[config.mk]
export PLATFORM = sky130hd
export DESIGN_NAME = fitness_tracker
export DESIGN_NICKNAME = d
export VERILOG_FILES = /design/src/rtl/fitness_tracker.sv
export SDC_FILE = /design/constraint.sdc
export NUM_CORES = 1
export LEC_CHECK = 0
export BUFFER_PORTS_ARGS = -buffer_cell sky130_fd_sc_hd__buf_4
export CORE_MARGIN = 4
export CORE_UTILIZATION = 29
export DETAILED_ROUTE_END_ITERATION = 16
export PLACE_DENSITY = 0.43
export SYNTH_ARGS = -nofsm -noshare
export SYNTH_HDL_FRONTEND = slang
export SYNTH_SLANG_ARGS = --single-unit
[constraint.sdc]
create_clock -name clk100MHz -period 9.1 [get_ports clk100MHz]
set_input_delay 2.275 -clock clk100MHz [delete_from_list [all_inputs] [get_ports clk100MHz]]
set_output_delay 2.275 -clock clk100MHz [all_outputs]
set_load 0.1 [all_outputs]
[src/rtl/fitness_tracker.sv]
// Step-pulse metric engine: counts steps, derives distance, F32 and high-activity seconds,
// and converts a once-per-second snapshot to packed BCD with a sequential double-dabble.
module fitness_tracker #(
  parameter int CLK_FREQ = 100_000_000,
  parameter int STEP_W   = 20
) (
  input  logic        clk100MHz,
  input  logic        reset,
  input  logic        pulse,
  output logic [15:0] stepC_bcd,
  output logic [15:0] distance_bcd,
  output logic [15:0] f32_bcd,
  output logic [15:0] highAct_bcd,
  output logic        step_overflow,
  output logic        sec_tick
);

  localparam int SEC_W  = $clog2(CLK_FREQ);
  localparam int RATE_W = $clog2(CLK_FREQ + 1);

  typedef enum logic [1:0] {IDLE, LOAD, SHIFT, COMMIT} state_t;

  logic [SEC_W-1:0]  sec_cnt_q;
  logic              pulse_q;
  logic              step;
  logic [RATE_W-1:0] rate_q;
  logic [RATE_W-1:0] rate_final;
  logic [STEP_W-1:0] raw_q, raw_d;
  logic [STEP_W-1:0] milesFull;
  logic [3:0]        sec_idx_q, sec_idx_d;
  logic [3:0]        f32_q, f32_d;
  logic [5:0]        run_q, run_d;
  logic [13:0]       high_q, high_d;
  logic              ovf_q;
  logic [13:0]       stepsSnap, milesSnap;

  state_t      state_q;
  logic [13:0] op0_q, op1_q, op2_q;
  logic        tenths_q;
  logic [13:0] bin_q;
  logic [15:0] bcd_q, bcdAdj, bcdNext;
  logic [3:0]  bitCnt_q;
  logic [1:0]  sel_q;
  logic [15:0] res0_q;
  logic [11:0] res1_q;
  logic [15:0] stepC_q, distance_q, f32Out_q, highAct_q;

  function automatic logic [13:0] satAdd(input logic [13:0] a, input logic [6:0] b);
    logic [14:0] s;
    s = {1'b0, a} + {8'b0, b};
    return (s > 15'd9999) ? 14'd9999 : s[13:0];
  endfunction

  assign step       = pulse & ~pulse_q;
  assign sec_tick   = (sec_cnt_q == SEC_W'(CLK_FREQ - 1));
  assign rate_final = rate_q + RATE_W'(step);

  always_comb begin
    raw_d     = raw_q;
    f32_d     = f32_q;
    sec_idx_d = sec_idx_q;
    run_d     = run_q;
    high_d    = high_q;
    if (step && (raw_q != '1)) raw_d = raw_q + STEP_W'(1);
    if (sec_tick) begin
      if (sec_idx_q < 4'd9) begin
        if (rate_final > RATE_W'(32)) f32_d = f32_q + 4'd1;
        sec_idx_d = sec_idx_q + 4'd1;
      end
      // A full minute of high activity credits all 60 seconds at once, then one per second
      if (rate_final >= RATE_W'(64)) begin
        if (run_q < 6'd59) begin
          run_d = run_q + 6'd1;
        end else if (run_q == 6'd59) begin
          run_d  = 6'd60;
          high_d = satAdd(high_q, 7'd60);
        end else begin
          high_d = satAdd(high_q, 7'd1);
        end
      end else begin
        run_d = 6'd0;
      end
    end
  end

  always_comb begin
    milesFull = raw_d >> 11;
    milesSnap = (milesFull > STEP_W'(999)) ? 14'd999 : milesFull[13:0];
    stepsSnap = (raw_d > STEP_W'(9999)) ? 14'd9999 : raw_d[13:0];
    bcdAdj    = bcd_q;
    for (int i = 0; i < 4; i++) begin
      if (bcd_q[4*i +: 4] >= 4'd5) bcdAdj[4*i +: 4] = bcd_q[4*i +: 4] + 4'd3;
    end
    bcdNext = {bcdAdj[14:0], bin_q[13]};
  end

  always_ff @(posedge clk100MHz or posedge reset) begin
    if (reset) begin
      sec_cnt_q <= '0;
      pulse_q   <= 1'b1;
      rate_q    <= '0;
      raw_q     <= '0;
      sec_idx_q <= '0;
      f32_q     <= '0;
      run_q     <= '0;
      high_q    <= '0;
      ovf_q     <= 1'b0;
    end else begin
      pulse_q   <= pulse;
      sec_cnt_q <= sec_tick ? '0 : sec_cnt_q + SEC_W'(1);
      rate_q    <= sec_tick ? '0 : rate_final;
      raw_q     <= raw_d;
      sec_idx_q <= sec_idx_d;
      f32_q     <= f32_d;
      run_q     <= run_d;
      high_q    <= high_d;
      ovf_q     <= (raw_d > STEP_W'(9999));
    end
  end

  // Snapshot on the tick, convert the three operands back to back, then publish together
  always_ff @(posedge clk100MHz or posedge reset) begin
    if (reset) begin
      state_q    <= IDLE;
      op0_q      <= '0;
      op1_q      <= '0;
      op2_q      <= '0;
      tenths_q   <= 1'b0;
      bin_q      <= '0;
      bcd_q      <= '0;
      bitCnt_q   <= '0;
      sel_q      <= '0;
      res0_q     <= '0;
      res1_q     <= '0;
      stepC_q    <= '0;
      distance_q <= '0;
      f32Out_q   <= '0;
      highAct_q  <= '0;
    end else begin
      case (state_q)
        IDLE: begin
          if (sec_tick) begin
            op0_q    <= stepsSnap;
            op1_q    <= milesSnap;
            op2_q    <= high_d;
            tenths_q <= raw_d[10];
            state_q  <= LOAD;
          end
        end
        LOAD: begin
          sel_q    <= 2'd0;
          bcd_q    <= '0;
          bin_q    <= op0_q;
          bitCnt_q <= '0;
          state_q  <= SHIFT;
        end
        SHIFT: begin
          bcd_q    <= bcdNext;
          bin_q    <= {bin_q[12:0], 1'b0};
          bitCnt_q <= bitCnt_q + 4'd1;
          if (bitCnt_q == 4'd13) begin
            bitCnt_q <= '0;
            case (sel_q)
              2'd0: begin
                res0_q <= bcdNext;
                bcd_q  <= '0;
                bin_q  <= op1_q;
                sel_q  <= 2'd1;
              end
              2'd1: begin
                res1_q <= bcdNext[11:0];
                bcd_q  <= '0;
                bin_q  <= op2_q;
                sel_q  <= 2'd2;
              end
              default: state_q <= COMMIT;
            endcase
          end
        end
        COMMIT: begin
          stepC_q    <= res0_q;
          distance_q <= {res1_q, tenths_q ? 4'h5 : 4'h0};
          f32Out_q   <= {12'b0, f32_q};
          highAct_q  <= bcd_q;
          state_q    <= IDLE;
        end
        default: state_q <= IDLE;
      endcase
    end
  end

  assign stepC_bcd     = stepC_q;
  assign distance_bcd  = distance_q;
  assign f32_bcd       = f32Out_q;
  assign highAct_bcd   = highAct_q;
  assign step_overflow = ovf_q;

endmodule

==> report_table.html <==
<table>
<tr><th>Metric</th><th>Value</th></tr>
<tr><th colspan="2">Route</th></tr>
<tr><td>Number of nets with antenna violations after routing</td><td>0</td></tr>
<tr><td>Detailed-routing iteration count for the pre-antenna-repair pass</td><td>4</td></tr>
<tr><td>Top Metal Used</td><td>met4</td></tr>
<tr><td>DRC viols</td><td>0</td></tr>
<tr><td>Met3 wire length</td><td>951 um</td></tr>
<tr><td>Met1 wire length</td><td>15300 um</td></tr>
<tr><td>Average wire per cell in the routed design</td><td>15.7 um</td></tr>
<tr><td>Total number of vias</td><td>9300</td></tr>
<tr><td>DRC violation total after the first TritonRoute iteration</td><td>567</td></tr>
<tr><td>WL met2</td><td>13000 um</td></tr>
<tr><td>Detailed-route vias per instance</td><td>4.86</td></tr>
<tr><td>Total wire length after detailed routing</td><td>30000 um</td></tr>
<tr><th colspan="2">STA</th></tr>
<tr><td>Peak Freq</td><td>176 MHz</td></tr>
<tr><td>Setup total negative slack</td><td>0 ns</td></tr>
<tr><td>Setup ws final</td><td>3.43 ns</td></tr>
<tr><td>Final count of pins violating max slew</td><td>0</td></tr>
<tr><td>Worst slew slack as a fraction of its limit</td><td>26.3%</td></tr>
<tr><td>Worst Tran Pin Value</td><td>1.10 ns</td></tr>
<tr><td>Skew final</td><td>0.0211 ns</td></tr>
<tr><td>Tcrit/Tclk final</td><td>62.3%</td></tr>
<tr><td>Setup repair after global routing missed its margin</td><td>no</td></tr>
<tr><td>Setup-violating endpoint count in the final report</td><td>0</td></tr>
<tr><td>Final Hold Vio Count</td><td>0</td></tr>
<tr><td>Post-route minimum period</td><td>5.67 ns</td></tr>
<tr><th colspan="2">Worst hold path</th></tr>
<tr><td>Path type of the worst min-delay path</td><td>flip-flop to flip-flop</td></tr>
<tr><td>Hold Path Origin</td><td>res1_q[10]</td></tr>
<tr><td>Hold depth</td><td>2</td></tr>
<tr><td>Worst hold path endpoint</td><td>res1_q[10]</td></tr>
<tr><th colspan="2">Yosys</th></tr>
<tr><td>Post-Synthesis Cell Area</td><td>0.0128 sq mm</td></tr>
<tr><td>Area contributors post-synth</td><td>dfrtp_1 50%, mux2_2 6.4%, xnor2_1 3.7%, nand2_1 3.7%, nor2_1 3.4%</td></tr>
<tr><td>Synthesized area per cell</td><td>10.0 sq um</td></tr>
<tr><td>Syn. warnings</td><td>0</td></tr>
<tr><td>Commonest cells post-synth</td><td>256 x dfrtp_1, 125 x nand2_1, 117 x nor2_1</td></tr>
<tr><td>Synthesized netlist cell count</td><td>1277</td></tr>
<tr><td>Share of async-settable or async-resettable flops after synthesis</td><td>100%</td></tr>
<tr><td>Synth cell types</td><td>77</td></tr>
<tr><td>Sequential element share of the synthesized area</td><td>50.4%</td></tr>
<tr><td>Most frequent cell after synthesis</td><td>dfrtp_1</td></tr>
<tr><td>Number of flops mapped to enable cells by yosys</td><td>0</td></tr>
<tr><td>Register bit count reported by yosys</td><td>257</td></tr>
<tr><td>Post-synth top flop</td><td>dfrtp_1</td></tr>
<tr><td>Share of Yosys cell area claimed by the top area cell type</td><td>50.2%</td></tr>
<tr><td>Largest area contributor in the netlist</td><td>dfrtp_1</td></tr>
<tr><th colspan="2">Setup path</th></tr>
<tr><td>Capture instance of the worst register-to-register path</td><td>op2_q[10]</td></tr>
<tr><td>Worst-path fanout max</td><td>28</td></tr>
<tr><td>Arr. time, crit path</td><td>6.12 ns</td></tr>
<tr><td>Reg2Reg Depth</td><td>12</td></tr>
<tr><td>R2R setup slack</td><td>4.80 ns</td></tr>
<tr><td>Critical path type</td><td>primary input to flip-flop</td></tr>
<tr><td>Crit path capture type</td><td>flip-flop</td></tr>
<tr><td>Required time at the worst-slack endpoint</td><td>9.55 ns</td></tr>
<tr><td>R2R Path Start</td><td>pulse_q</td></tr>
<tr><td>Type of origin of the critical path</td><td>primary input</td></tr>
<tr><th colspan="2">Die</th></tr>
<tr><td>Core region area</td><td>0.0433 sq mm</td></tr>
<tr><td>Ports placed on the boundary</td><td>69</td></tr>
<tr><td>Initial Utilization</td><td>29.5%</td></tr>
<tr><td>Die Footprint</td><td>0.0474 sq mm</td></tr>
<tr><td>DIE WIDTH</td><td>218 um</td></tr>
<tr><td>Floorplan die height</td><td>218 um</td></tr>
<tr><td>Count of standard-cell rows</td><td>76</td></tr>
<tr><th colspan="2">Pwr</th></tr>
<tr><td>Standby leakage power</td><td>6.46 nW</td></tr>
<tr><td>Total power divided by cell area</td><td>178 mW/mm^2</td></tr>
<tr><td>Overall Power</td><td>2.63 mW</td></tr>
<tr><td>VDD IR max</td><td>0.135 mV</td></tr>
<tr><th colspan="2">GRT</th></tr>
<tr><td>GRT Residual Overflow</td><td>0</td></tr>
<tr><td>Number of antenna violations at the first check in global routing</td><td>0</td></tr>
<tr><td>Global routing usage summed across all routing layers</td><td>12.7%</td></tr>
<tr><td>Via count of the first global-routing pass</td><td>9318</td></tr>
<tr><td>Wire length of the first global-routing pass</td><td>50700 um</td></tr>
<tr><td>Maximum number of pins on one net before global-route repair</td><td>73</td></tr>
<tr><th colspan="2">Clocking</th></tr>
<tr><td>Clock tree from TritonCTS</td><td>yes</td></tr>
<tr><td>Post-CTS setup repair buffer count</td><td>0</td></tr>
<tr><td>Clock slew at the register clock pins of the worst setup and hold paths</td><td>0.06 ns</td></tr>
<tr><td>Number of buffers created by CTS</td><td>31</td></tr>
<tr><td>Clock latency on the worst-skew pair</td><td>0.59 ns</td></tr>
<tr><td>Hold buffers post-CTS</td><td>0</td></tr>
<tr><td>Cell at the root of the clock tree</td><td>clkbuf_16</td></tr>
<tr><td>Total of cells resized after clock tree synthesis</td><td>0</td></tr>
<tr><td>Deepest clock path buffer count</td><td>3</td></tr>
<tr><td>H-tree Lvls</td><td>1</td></tr>
<tr><td>TritonCTS Sinks</td><td>257</td></tr>
<tr><th colspan="2">Placed design</th></tr>
<tr><td>Post-Place Setup Slack</td><td>2.78 ns</td></tr>
<tr><td>Count of buffers inserted at the top-level ports</td><td>54</td></tr>
<tr><td>Half-perimeter wire length after placement</td><td>19800 um</td></tr>
<tr><td>Cell area reported after detailed placement</td><td>0.0137 sq mm</td></tr>
<tr><td>Placer congestion estimate</td><td>0.770</td></tr>
<tr><th colspan="2">Cells and area</th></tr>
<tr><td>Nets</td><td>1338</td></tr>
<tr><td>Multi-input gate area in the final layout</td><td>0.00584 sq mm</td></tr>
<tr><td>Area growth syn-to-layout</td><td>15.5%</td></tr>
<tr><td>Filler cell count</td><td>4451</td></tr>
<tr><td>Core utilization of the finished layout</td><td>34.1%</td></tr>
<tr><td>FF/Latch Area</td><td>0.00643 sq mm</td></tr>
<tr><td>Antenna cell count</td><td>0</td></tr>
<tr><td>Finished layout cell area</td><td>0.0147 sq mm</td></tr>
<tr><td>Layout cells sized above 1</td><td>15.4%</td></tr>
<tr><th colspan="2">Run</th></tr>
<tr><td>Max-cap viol count</td><td>0</td></tr>
<tr><th colspan="2">Status</th></tr>
<tr><td>Run status</td><td>finished clean</td></tr>
</table>
worst max path at each step:
stage	endpoint	depth (start not counted)	from
6_report	op2_q[10]	13	pulse
5_1_grt	op2_q[10]	14	pulse
4_1_cts	op2_q[10]	13	pulse
3_5_place_dp	op2_q[10]	13	pulse
3_3_place_gp	op2_q[11]	13	pulse
2_1_floorplan	bcd_q[0]	1	reset
cell type report:
class                           instances  area share [%]
Clock buffer                           43            6.04
Clock inverter                         11            1.23
Inverter                               52            1.35
Multi-Input combinational cell        904            39.6
Sequential cell                       257            43.6
Tap cell                              585            4.96
Timing Repair Buffer                   63            3.21
cells by family (layout without fill, tap and decap cells):
logic type      count (synthesis)  in the layout  share of synthesized area (%)
other cells                     1             14                         0.0294
fa+ha+maj                      26             26                           2.55
xor+xnor                       80             80                           5.49
buf+inv                       129            169                           4.37
flops                         257            257                           50.4
compound gates                266            266                           13.6
simple gates                  442            442                           16.9
mux                            76             76                           6.66
cell usage in the layout, fill, tap and decap left out, types with 11 or more instances in the layout:
cell type,count
nand4_1,25
dfrtp_1,256
buf_4,63
xor2_1,26
nand3_1,47
o211ai_1,12
and3_1,21
nand2_1,125
nor3b_1,11
nor3_1,28
nor2_1,117
o22ai_1,23
conb_1,14
mux2_2,72
clkbuf_16,31
o21ai_0,78
a21oi_1,51
xnor2_1,54
ha_1,24
a31oi_1,17
inv_1,50
sequential cells by signal (all words and copies together) (netlist names), 12 cells and up:
signal / cells
op2_q: 14
highAct_bcd: 16
res1_q: 12
bcd_q: 16
raw_q: 20
stepC_bcd: 16
res0_q: 16
high_q: 14
rate_q: 27
sec_cnt_q: 27
bin_q: 14
distance_bcd: 13
op0_q: 14
power breakdown:
group	switching [mW]	internal [mW]	leakage [nW]
Sequential	0.0354	1.17	3.39
Combinational	0.0937	0.0391	2.55
Clock	0.497	0.794	0.517
Total	0.626	2.00	6.46
per-stage QoR:
step | hold slack, ns | instances
finish | 0.470 | 1915
CTS | 0.478 | 1915
global route | 0.495 | 1915
floorplan | 0.440 | 1290
detailed placement | 0.464 | 1861
global placement | 0.457 | 1861
layer usage:
metal,vias to the layer above,global-route usage (%)
met5,-,0
met4,0,3.01
met3,45,2.19
met2,122,19.2
met1,4547,19.0
li1,4586,-
critical path: stages:
cell	delay (ns)
buf_4	0.09
nand2b_1	0.09
inv_1	0.21
ha_1	0.24
and3_1	0.33
nand4_1	0.48
or4b_2	0.77
a21oi_1	0.16
o2111a_1	0.32
a41oi_4	0.40
a41oi_1	0.34
a21oi_1	0.08
mux2_2	0.31
Note: power is estimated with default switching activity, not from simulation.
